### src/rtl/serial_adder_ctrl_if.sv
// Request/result bundle between a requesting block and the bit-serial adder controller.
// The requester drives the operands and start, and the controller returns busy, done and the result.
interface serial_adder_ctrl_if #(
  parameter int unsigned WIDTH = 8
);
  logic             start;
  logic             op;
  logic [WIDTH-1:0] a;
  logic [WIDTH-1:0] b;
  logic             cin;
  logic             busy;
  logic             done;
  logic [WIDTH-1:0] sum;
  logic             cout;

  modport master (
    output start, op, a, b, cin,
    input  busy, done, sum, cout
  );

  modport slave (
    input  start, op, a, b, cin,
    output busy, done, sum, cout
  );
endinterface

### src/rtl/serial_adder_ctrl.sv
// Bit-serial add/subtract controller. It steps two WIDTH-bit operands LSB-first through
// one full-adder cell and feeds the registered carry back into the cell on each clock.
module serial_adder_ctrl #(
  parameter int unsigned WIDTH = 8
) (
  input  logic              clk,
  input  logic              rst_n,
  serial_adder_ctrl_if.slave bus
);

  localparam int unsigned CNT_W = $clog2(WIDTH) + 1;

  typedef enum logic [1:0] {
    IDLE = 2'd0,
    RUN  = 2'd1,
    DONE = 2'd2
  } state_t;

  state_t             state_q, state_d;
  logic [CNT_W-1:0]   cnt_q, cnt_d;
  logic               carry_q, carry_d;
  logic [WIDTH-1:0]   sh_a_q, sh_a_d;
  logic [WIDTH-1:0]   sh_b_q, sh_b_d;
  logic [WIDTH-2:0]   sh_s_q, sh_s_d;
  logic               busy_q, busy_d;
  logic               done_q, done_d;
  logic [WIDTH-1:0]   sum_q, sum_d;
  logic               cout_q, cout_d;

  logic               bit_s_c;
  logic               bit_carry_c;
  logic               last_c;

  // The shared full-adder cell
  assign bit_s_c     = sh_a_q[0] ^ sh_b_q[0] ^ carry_q;
  assign bit_carry_c = (sh_a_q[0] & sh_b_q[0]) | (sh_a_q[0] & carry_q) | (sh_b_q[0] & carry_q);
  assign last_c      = (cnt_q == CNT_W'(WIDTH - 1));

  // State and datapath registers
  always_ff @(posedge clk or negedge rst_n) begin
    if (!rst_n) begin
      state_q <= IDLE;
      cnt_q   <= '0;
      carry_q <= 1'b0;
      sh_a_q  <= '0;
      sh_b_q  <= '0;
      sh_s_q  <= '0;
      busy_q  <= 1'b0;
      done_q  <= 1'b0;
      sum_q   <= '0;
      cout_q  <= 1'b0;
    end else begin
      state_q <= state_d;
      cnt_q   <= cnt_d;
      carry_q <= carry_d;
      sh_a_q  <= sh_a_d;
      sh_b_q  <= sh_b_d;
      sh_s_q  <= sh_s_d;
      busy_q  <= busy_d;
      done_q  <= done_d;
      sum_q   <= sum_d;
      cout_q  <= cout_d;
    end
  end

  // Next-state and datapath update. DONE accepts a new start the same way IDLE does,
  // so back-to-back operations run with no gap cycle.
  always_comb begin
    state_d = state_q;
    cnt_d   = cnt_q;
    carry_d = carry_q;
    sh_a_d  = sh_a_q;
    sh_b_d  = sh_b_q;
    sh_s_d  = sh_s_q;
    busy_d  = 1'b0;
    done_d  = 1'b0;
    sum_d   = sum_q;
    cout_d  = cout_q;

    case (state_q)
      IDLE, DONE: begin
        state_d = IDLE;
        if (bus.start) begin
          // Subtract is computed as a + ~b + 1.
          sh_a_d  = bus.a;
          sh_b_d  = bus.op ? ~bus.b : bus.b;
          carry_d = bus.op ? 1'b1 : bus.cin;
          cnt_d   = '0;
          state_d = RUN;
          busy_d  = 1'b1;
        end
      end

      RUN: begin
        carry_d = bit_carry_c;
        sh_a_d  = {1'b0, sh_a_q[WIDTH-1:1]};
        sh_b_d  = {1'b0, sh_b_q[WIDTH-1:1]};
        sh_s_d  = (WIDTH-1)'({bit_s_c, sh_s_q} >> 1);
        cnt_d   = cnt_q + CNT_W'(1);
        if (last_c) begin
          state_d = DONE;
          done_d  = 1'b1;
          sum_d   = {bit_s_c, sh_s_q};
          cout_d  = bit_carry_c;
        end else begin
          busy_d  = 1'b1;
        end
      end

      default: state_d = IDLE;
    endcase
  end

  assign bus.busy = busy_q;
  assign bus.done = done_q;
  assign bus.sum  = sum_q;
  assign bus.cout = cout_q;

endmodule
### src/flat_wrapper.sv
// flat-port wrapper written by rule: the top's interface ports become plain ports
module serial_adder_ctrl_flat 
#(
  parameter int unsigned WIDTH = 8
)
  (clk, rst_n, bus_start, bus_op, bus_a, bus_b, bus_cin, bus_busy, bus_done, bus_sum, bus_cout);
  serial_adder_ctrl_if #(.WIDTH(WIDTH)) bus_i ();
  input  logic clk;
  input  logic rst_n;
  input wire logic [$bits(bus_i.start)-1:0] bus_start;
  input wire logic [$bits(bus_i.op)-1:0] bus_op;
  input wire logic [$bits(bus_i.a)-1:0] bus_a;
  input wire logic [$bits(bus_i.b)-1:0] bus_b;
  input wire logic [$bits(bus_i.cin)-1:0] bus_cin;
  output wire logic [$bits(bus_i.busy)-1:0] bus_busy;
  output wire logic [$bits(bus_i.done)-1:0] bus_done;
  output wire logic [$bits(bus_i.sum)-1:0] bus_sum;
  output wire logic [$bits(bus_i.cout)-1:0] bus_cout;
  assign bus_i.start = bus_start;
  assign bus_i.op = bus_op;
  assign bus_i.a = bus_a;
  assign bus_i.b = bus_b;
  assign bus_i.cin = bus_cin;
  assign bus_busy = bus_i.busy;
  assign bus_done = bus_i.done;
  assign bus_sum = bus_i.sum;
  assign bus_cout = bus_i.cout;
  serial_adder_ctrl #(.WIDTH(WIDTH)) u_core (.clk(clk), .rst_n(rst_n), .bus(bus_i));
endmodule
### config.mk
export PLATFORM = sky130hd
export DESIGN_NAME = serial_adder_ctrl_flat
export DESIGN_NICKNAME = d
export VERILOG_FILES = /design/src/rtl/serial_adder_ctrl_if.sv /design/src/rtl/serial_adder_ctrl.sv /design/src/flat_wrapper.sv
export SDC_FILE = /design/constraint.sdc
export NUM_CORES = 1
export LEC_CHECK = 0
export CORE_MARGIN = 4
export CORE_UTILIZATION = 52
export DETAILED_ROUTE_END_ITERATION = 8
export DONT_BUFFER_PORTS = 1
export HOLD_SLACK_MARGIN = 0.03
export PLACE_DENSITY = 0.67
export SLEW_MARGIN = 20
export SYNTH_ARGS = -nofsm -noshare
export SYNTH_HDL_FRONTEND = slang
export SYNTH_SLANG_ARGS = --single-unit
### constraint.sdc
create_clock -name clk -period 1.6 [get_ports clk]
set_input_delay 0.32 -clock clk [delete_from_list [all_inputs] [get_ports clk]]
set_output_delay 0.32 -clock clk [all_outputs]
set_load 0.005 [all_outputs]
==> summary.md, run 1 <==
| Metric | Value |
|---|---|
| Count of flip-flops with a built-in enable after synthesis | `0` |
| Element type at the critical path end | `flop` |
| Count of yosys warnings during synthesis | `0` |
| Largest net degree at the start of global routing | `42` |
| FMAX | `between 0.6 and 0.7 GHz` |
| Number of port buffers | `0` |
| Post-route setup TNS | `0 ps` |
| Post-place setup slack | `~90 ps` |
| Post-route cell area | `0.00193 mm^2` |
| Number of H-tree branching levels | `2` |
| Total of fill cells in the finished design | `roughly 250` |
| Router iterations before antenna repair | `4` |
| Tcrit/Tclk final | `0.936` |
| Largest fanout on the critical path | `5` |
| Number of placement rows | `20` |
| Leading post-synthesis cells by cell area | `dfrtp_1 59%, mux2_1 10%, a22o_1 5.5%` |
| Number of maximum-capacitance constraint violations | `0` |
| Wire length of the first global-routing pass | `5050 um` |
| CP Launch Type | `flop` |
| Gate count of the mapped netlist | `126` |
| Worst hold path depth | `1` |
| Worst slew margin relative to its limit | `0.711` |
| # setup viols final | `0` |
| Number of antenna violations at the first check in global routing | `0` |
| Top cell type's share of synthesized area | `0.591` |
| Vias in the first global route | `1071` |
| Commonest cells after routing, fill and taps aside | `41 x dfrtp_1, 16 x mux2_1, 11 x a22o_1` |
| Boundary pin count | `32` |
| Fraction of final layout cells with drive strength greater than 1 | `0.181` |
| Worst reg2reg path endpoint | `u_core.bus.sum[5]` |
| Aggregate routed wire length | `2860 um` |
| Num CTS Buffers | `5` |
| Leak | `between 0.9 and 1 nW` |
| Mapped Nets | `between 100 and 150` |
| Post-layout util | `0.617` |
| Overflow left after global routing | `0` |
| Setup repair after global routing missed its margin | `no` |
| Fin worst setup slack | `around 100 ps` |
| Last weighted congestion value of the routability-driven placer | `about 0.77` |
| Final net count | `160` |
| Startpoint-to-endpoint class of the critical path | `flop to flop` |
| Master cell of the clock root buffer | `clkbuf_4` |
| Number of vias after detailed routing | `~1000` |
| Number of flip-flops and latches in the synthesized netlist | `41` |
| CTS max path bufs | `2` |
| Syn Std Cell Area | `about 0.0017 mm^2` |
| Antenna Nets Post-Route | `0` |
| Slew at the pin with the worst max-slew slack | `between 400 and 500 ps` |
| Worst min-delay path startpoint | `bus_a[7]` |
| Die Span X | `roughly 66 um` |
| CTS tree | `yes` |
| Post-layout minimum cycle time | `1500 ps` |
| Result of the run | `finished, final reports clean` |
| Post-synthesis area per instance | `13.8 um^2` |
| Area of the die | `~0.0043 mm^2` |
| Number of max-slew violations in the final report | `0` |
| Register-to-register path setup slack | `100 ps` |
| Class of the tightest hold or removal check | `input port to flop` |
| Clock sink count | `41` |
| Reg2Reg Launch Point | `u_core.cnt_q[1]` |
| Later-pin clock latency in the skew report | `around 350 ps` |
| Placed wire-length estimate | `between 1500 and 2000 um` |
| Final Hold Violating Endpoints | `0` |
| Worst vdd ir | `between 0.0009 and 0.001 V` |
| Power Density | `1920 mW/mm^2` |
| Hold Path Sink | `u_core.sh_a_q[7]` |
| Placed inst area | `0.00179 mm^2` |
| Number of DRC violations after detailed-routing iteration 0 | `78` |
| Area overhead of the layout relative to synthesis | `11.1%` |
| Overall power | `around 3.7 mW` |
| Worst clock skew on the final layout | `~14 ps` |
| Data required, critical path | `around 1900 ps` |
| Placed Cells incl. Taps | `between 150 and 200` |
| Most area-hungry cell type in the Yosys netlist | `dfrtp_1` |
| Routed wire per std cell | `15.7 um` |
| Number of antenna diodes | `0` |
| Initial standard-cell utilization of the core | `0.555` |
| Final std cells w/o fill | `182` |
| Arrival time at the worst endpoint | `1750 ps` |
| Overall fraction of global-route tracks in use | `0.157` |
| Most frequent standard cell in the layout excluding fill and tap cells | `dfrtp_1` |
| Vertical die dimension | `65.8 um` |
| Reg2Reg Depth | `5` |
| Worst hold margin | `108 ps` |
| Async set-reset flop share out of synthesis | `1.00` |
| Clock transition at the register clock pins on the worst setup and hold paths after CTS | `120 ps` |
| Core footprint | `0.00313 mm^2` |
| Main synth FF type | `dfrtp_1` |
| Residual DRC count | `0` |
| Sequential share of the synthesized area | `0.591` |
| Routed via count divided by cell count | `between 5 and 6` |
| Number of library cell types mapped by synthesis | `25` |
## registers in the layout, summed over array words and instances (netlist names)
signal / flops
u_core.bus.sum: 8
u_core.bus.cout: 1
u_core.sh_s_q: 7
u_core.sh_a_q: 8
u_core.carry_q: 1
u_core.bus.busy: 1
u_core.cnt_q: 4
u_core.sh_b_q: 8
u_core.state_q: 2
u_core.bus.done: 1
## critical path, stage by stage (launching register included)
cell     delay (ps)
dfrtp_1         400
ha_2            200
nand2_2          90
nor3b_4         220
buf_4           180
mux2_1          320
## where the power goes
part / switching [mW] / internal (mW)
registers: 0.323 / 1.51
logic: 0.578 / 0.756
clock network: 0.329 / 0.214
total: 1.23 / 2.48
## cell families (layout without fill, tap and decap cells)
kind of cell / after synthesis / after routing / share of synthesized area
AOI/OAI and AO/OA: 27 / 27 / 0.135
xor gates and xnor gates: 8 / 8 / 0.0403
adders and majority gates: 2 / 2 / 0.0187
buffers and inverters: 8 / 20 / 0.0274
DFF: 41 / 41 / 0.591
muxes: 19 / 19 / 0.122
and+or+nand+nor: 21 / 21 / 0.0663
## metal layers
| metal | track usage | vias to the layer above | routed length, um |
|---|---|---|---|
| li1 | - | 475 | - |
| met1 | 0.190 | 520 | 1260 |
| met2 | 0.248 | 26 | 1390 |
| met3 | 0.0680 | 6 | 170 |
| met4 | 0.0544 | 0 | 47 |
| met5 | 0 | - | 0 |
## cell usage after synthesis (2+ instances only)
master   instances
nor2b_1          2
a22o_1          11
a21o_1           7
nand2_1          4
xnor2_1          7
nor2_1           9
mux2i_1          2
a221o_1          8
buf_2            5
dfrtp_1         41
mux2_1          16
## final cells by class
type,instances,area [um^2],area share
sequential,41,1030,0.532
multi-input combinational,77,674,0.350
clock buffer,6,51.3,0.0266
tap,44,55.1,0.0285
timing repair buffer,12,109,0.0564
clock inverter,2,13.8,0.00713
## worst max path at each step
| stage | from | endpoint | slack [ps] | depth (start not counted) |
|---|---|---|---|---|
| 6_report | u_core.cnt_q[1] | u_core.bus.sum[5] | 100 | 5 |
| 5_1_grt | u_core.cnt_q[1] | u_core.bus.sum[5] | 20 | 5 |
| 4_1_cts | u_core.cnt_q[1] | u_core.bus.sum[2] | 60 | 5 |
| 3_5_place_dp | u_core.cnt_q[0] | u_core.bus.sum[2] | 90 | 5 |
| 3_3_place_gp | u_core.cnt_q[0] | u_core.bus.sum[0] | 130 | 5 |
| 2_1_floorplan | u_core.cnt_q[0] | u_core.bus.cout | 200 | 5 |
## timing repair
item,in CTS,in global routing
hold buffers,2,0
setup endpoints to repair,0,8
endpoints found under the hold margin,41,0
resized for setup,0,5
buffers inserted,0,3
Power figures use the tool's default switching activity.
==> run 2, diff against run 1 <==
Settings changed: TNS_END_PERCENT from default to 50.
Clock period 1.6 ns to 1.8 ns, I/O delays scaled along.
==> run 2 against run 1 <==
Clock power rose by 14%. Highest routed layer unchanged. Largest cell class unchanged. Via count decreased by 4.2%. Combinational power fell by 17%.
==> summary.md, run 2 (synthesis gave the netlist of run 1 again) <==
| Metric | Value |
|---|---|
| Last weighted congestion value of the routability-driven placer | `0.721 (-5.9%)` |
| Slew at the pin with the worst max-slew slack | `436 ps (+3.22 ps)` |
| Largest net degree at the start of global routing | `42 (unchanged)` |
| Detail Route met2 WL | `1340 um (-3.5%)` |
| Overflow left after global routing | `0 (unchanged)` |
| Clock transition at the register clock pins on the worst setup and hold paths after CTS | `120 ps (about the same)` |
| Top layer in use | `met4` |
| Area of the die | `0.00433 mm^2 (unchanged)` |
| Arrival time at the worst endpoint | `1770 ps (+20 ps)` |
| Number of H-tree branching levels | `2 (unchanged)` |
| Antenna Nets Post-Route | `0 (unchanged)` |
| FMAX | `0.650 GHz (-2.7%)` |
| Routed via count divided by cell count | `5.59 (-0.92%)` |
| Aggregate routed wire length | `2820 um (-1.6%)` |
| Placed Cells incl. Taps | `166 (-1.2%)` |
| Final net count | `154 (-3.8%)` |
| Post CTS Setup Buffer Count | `0 (unchanged)` |
| Largest fanout on the critical path | `11 (+6)` |
| Boundary pin count | `32 (unchanged)` |
| Post-layout minimum cycle time | `1540 ps (+41.3 ps)` |
| Fin worst setup slack | `261 ps (+159 ps)` |
| Routed wire per std cell | `16.0 um (+1.8%)` |
| Placed wire-length estimate | `1930 um (-2.3%)` |
| Net Sw Frac | `0.320 (-0.0113)` |
| Worst clock skew on the final layout | `5.99 ps (-8.40 ps)` |
| Fraction of final layout cells with drive strength greater than 1 | `0.129 (-0.0524)` |
| Vias in the first global route | `1035 (-3.4%)` |
| Worst vdd ir | `0.000873 V (-4.7%)` |
| Num CTS Buffers | `5 (unchanged)` |
| # setup viols final | `0 (unchanged)` |
| Number of resized instances in the post-cts repair step | `0 (unchanged)` |
| Met3 wire len | `173 um (+1.8%)` |
| Worst hold margin | `142 ps (+34.0 ps)` |
| Initial standard-cell utilization of the core | `0.555 (unchanged)` |
| Tcrit/Tclk final | `0.855 (-0.0810)` |
| Router iterations before antenna repair | `4 (unchanged)` |
| Post-route setup TNS | `0 ps (unchanged)` |
| Number of antenna violations at the first check in global routing | `0 (unchanged)` |
| Post-place setup slack | `266 ps (+177 ps)` |
| Number of max-slew violations in the final report | `0 (unchanged)` |
| Clock power share | `0.186 (+0.040)` |
| Switch Pwr | `1.07 mW (-13%)` |
| Worst slew margin relative to its limit | `0.709 (-0.00215)` |
| CP Launch Type | `flop` |
| Vertical die dimension | `65.8 um (unchanged)` |
| Placed inst area | `0.00177 mm^2 (-0.84%)` |
| Result of the run | `finished, final reports clean` |
| Routed met1 length | `1260 um (+0.24%)` |
| Element type at the critical path end | `flop` |
| Wire length of the first global-routing pass | `5070 um (+0.42%)` |
| Number of placement rows | `20 (unchanged)` |
| CTS max path bufs | `2 (unchanged)` |
| Sequential share of power | `0.486 (-0.008)` |
| Cts-stage hold buffer count | `2 (unchanged)` |
| Class of the tightest hold or removal check | `input port to flop` |
| Overall fraction of global-route tracks in use | `0.159 (+0.00200)` |
| Number of antenna diodes | `0 (unchanged)` |
| Post-route cell area | `0.00189 mm^2 (-1.9%)` |
| CTS tree | `yes` |
| Master cell of the clock root buffer | `clkbuf_4` |
| Later-pin clock latency in the skew report | `350 ps (about the same)` |
| Startpoint-to-endpoint class of the critical path | `flop to flop` |
| Number of vias after detailed routing | `984 (-4.2%)` |
| Leak | `0.895 nW (-2.7%)` |
| Clock sink count | `41 (unchanged)` |
| Number of DRC violations after detailed-routing iteration 0 | `53 (-32%)` |
| Number of port buffers | `0 (unchanged)` |
| Number of maximum-capacitance constraint violations | `0 (unchanged)` |
| Commonest cells after routing, fill and taps aside | `41 x dfrtp_1, 16 x mux2_1, 11 x a22o_1` |
| Most frequent standard cell in the layout excluding fill and tap cells | `dfrtp_1` |
| Final std cells w/o fill | `176 (-3.3%)` |
| Final Hold Violating Endpoints | `0 (unchanged)` |
| Residual DRC count | `0 (unchanged)` |
| Power Density | `1760 mW/mm^2 (-8.3%)` |
| Area overhead of the layout relative to synthesis | `9.01%` |
| Data required, critical path | `2040 ps (+190 ps)` |
| Die Span X | `65.8 um (unchanged)` |
| Setup repair after global routing missed its margin | `no` |
| Core footprint | `0.00313 mm^2 (unchanged)` |
| Logic pwr share | `0.328 (-0.031)` |
| Internal power consumption | `2.27 mW (-8.5%)` |
run 2: final cells by class:
class,instances,area (um^2)
clock buffers,6,51.3
clock inverters,2,37.5
fillers,265,1230
multi-input cells,77,663
flip-flops and latches,41,1030
well taps,44,55.1
repair buffers,6,60.1
run 2: stage by stage:
step,util,power (mW)
final,0.605,3.34
after global routing,0.605,3.61
after CTS,0.605,3.40
after detailed placement,0.567,2.74
after global placement,0.567,2.66
after floorplan,-,2.49
run 2: layer usage:
metal / track usage / vias up
li1: - / 461
met1: 0.209 / 493
met2: 0.238 / 25
met3: 0.0629 / 5
met4: 0.0544 / 0
met5: 0 / -
run 2: final timing paths:
check                                  start                 to  slack (ps)  cells after the start
setup reg to reg           u_core.state_q[1]  u_core.bus.sum[4]         260                      4
hold reg to reg             u_core.sh_a_q[4]   u_core.sh_a_q[4]         490                      1
min in group asynchronous              rst_n   u_core.sh_s_q[4]         480                      2
setup / recovery           u_core.state_q[1]  u_core.bus.sum[4]         260                      4
max in group asynchronous              rst_n   u_core.sh_b_q[7]        1140                      2
hold / removal                      bus_a[7]   u_core.sh_a_q[7]         140                      1
run 2: worst max-delay path, cell delays in order, from the launching register on:
cell and delay (ps):
dfrtp_1 380, and2b_4 330, nor3b_2 180, buf_4 200, mux2_1 340
run 2: power by group through the flow:
stage	sequential, mW	clock, mW	combinational [mW]
4_1_cts	1.63	0.646	1.13
6_report	1.62	0.621	1.10
3_5_place_dp	1.65	0	1.10
2_1_floorplan	1.56	0	0.930
5_1_grt	1.68	0.697	1.24
3_3_place_gp	1.63	0	1.03
==> run 3, diff against run 2 <==
Settings changed: SLEW_MARGIN 20 to default.
==> results of run 3 <==
Same layout as run 2: the final DEF is identical, and so are final timing and power.
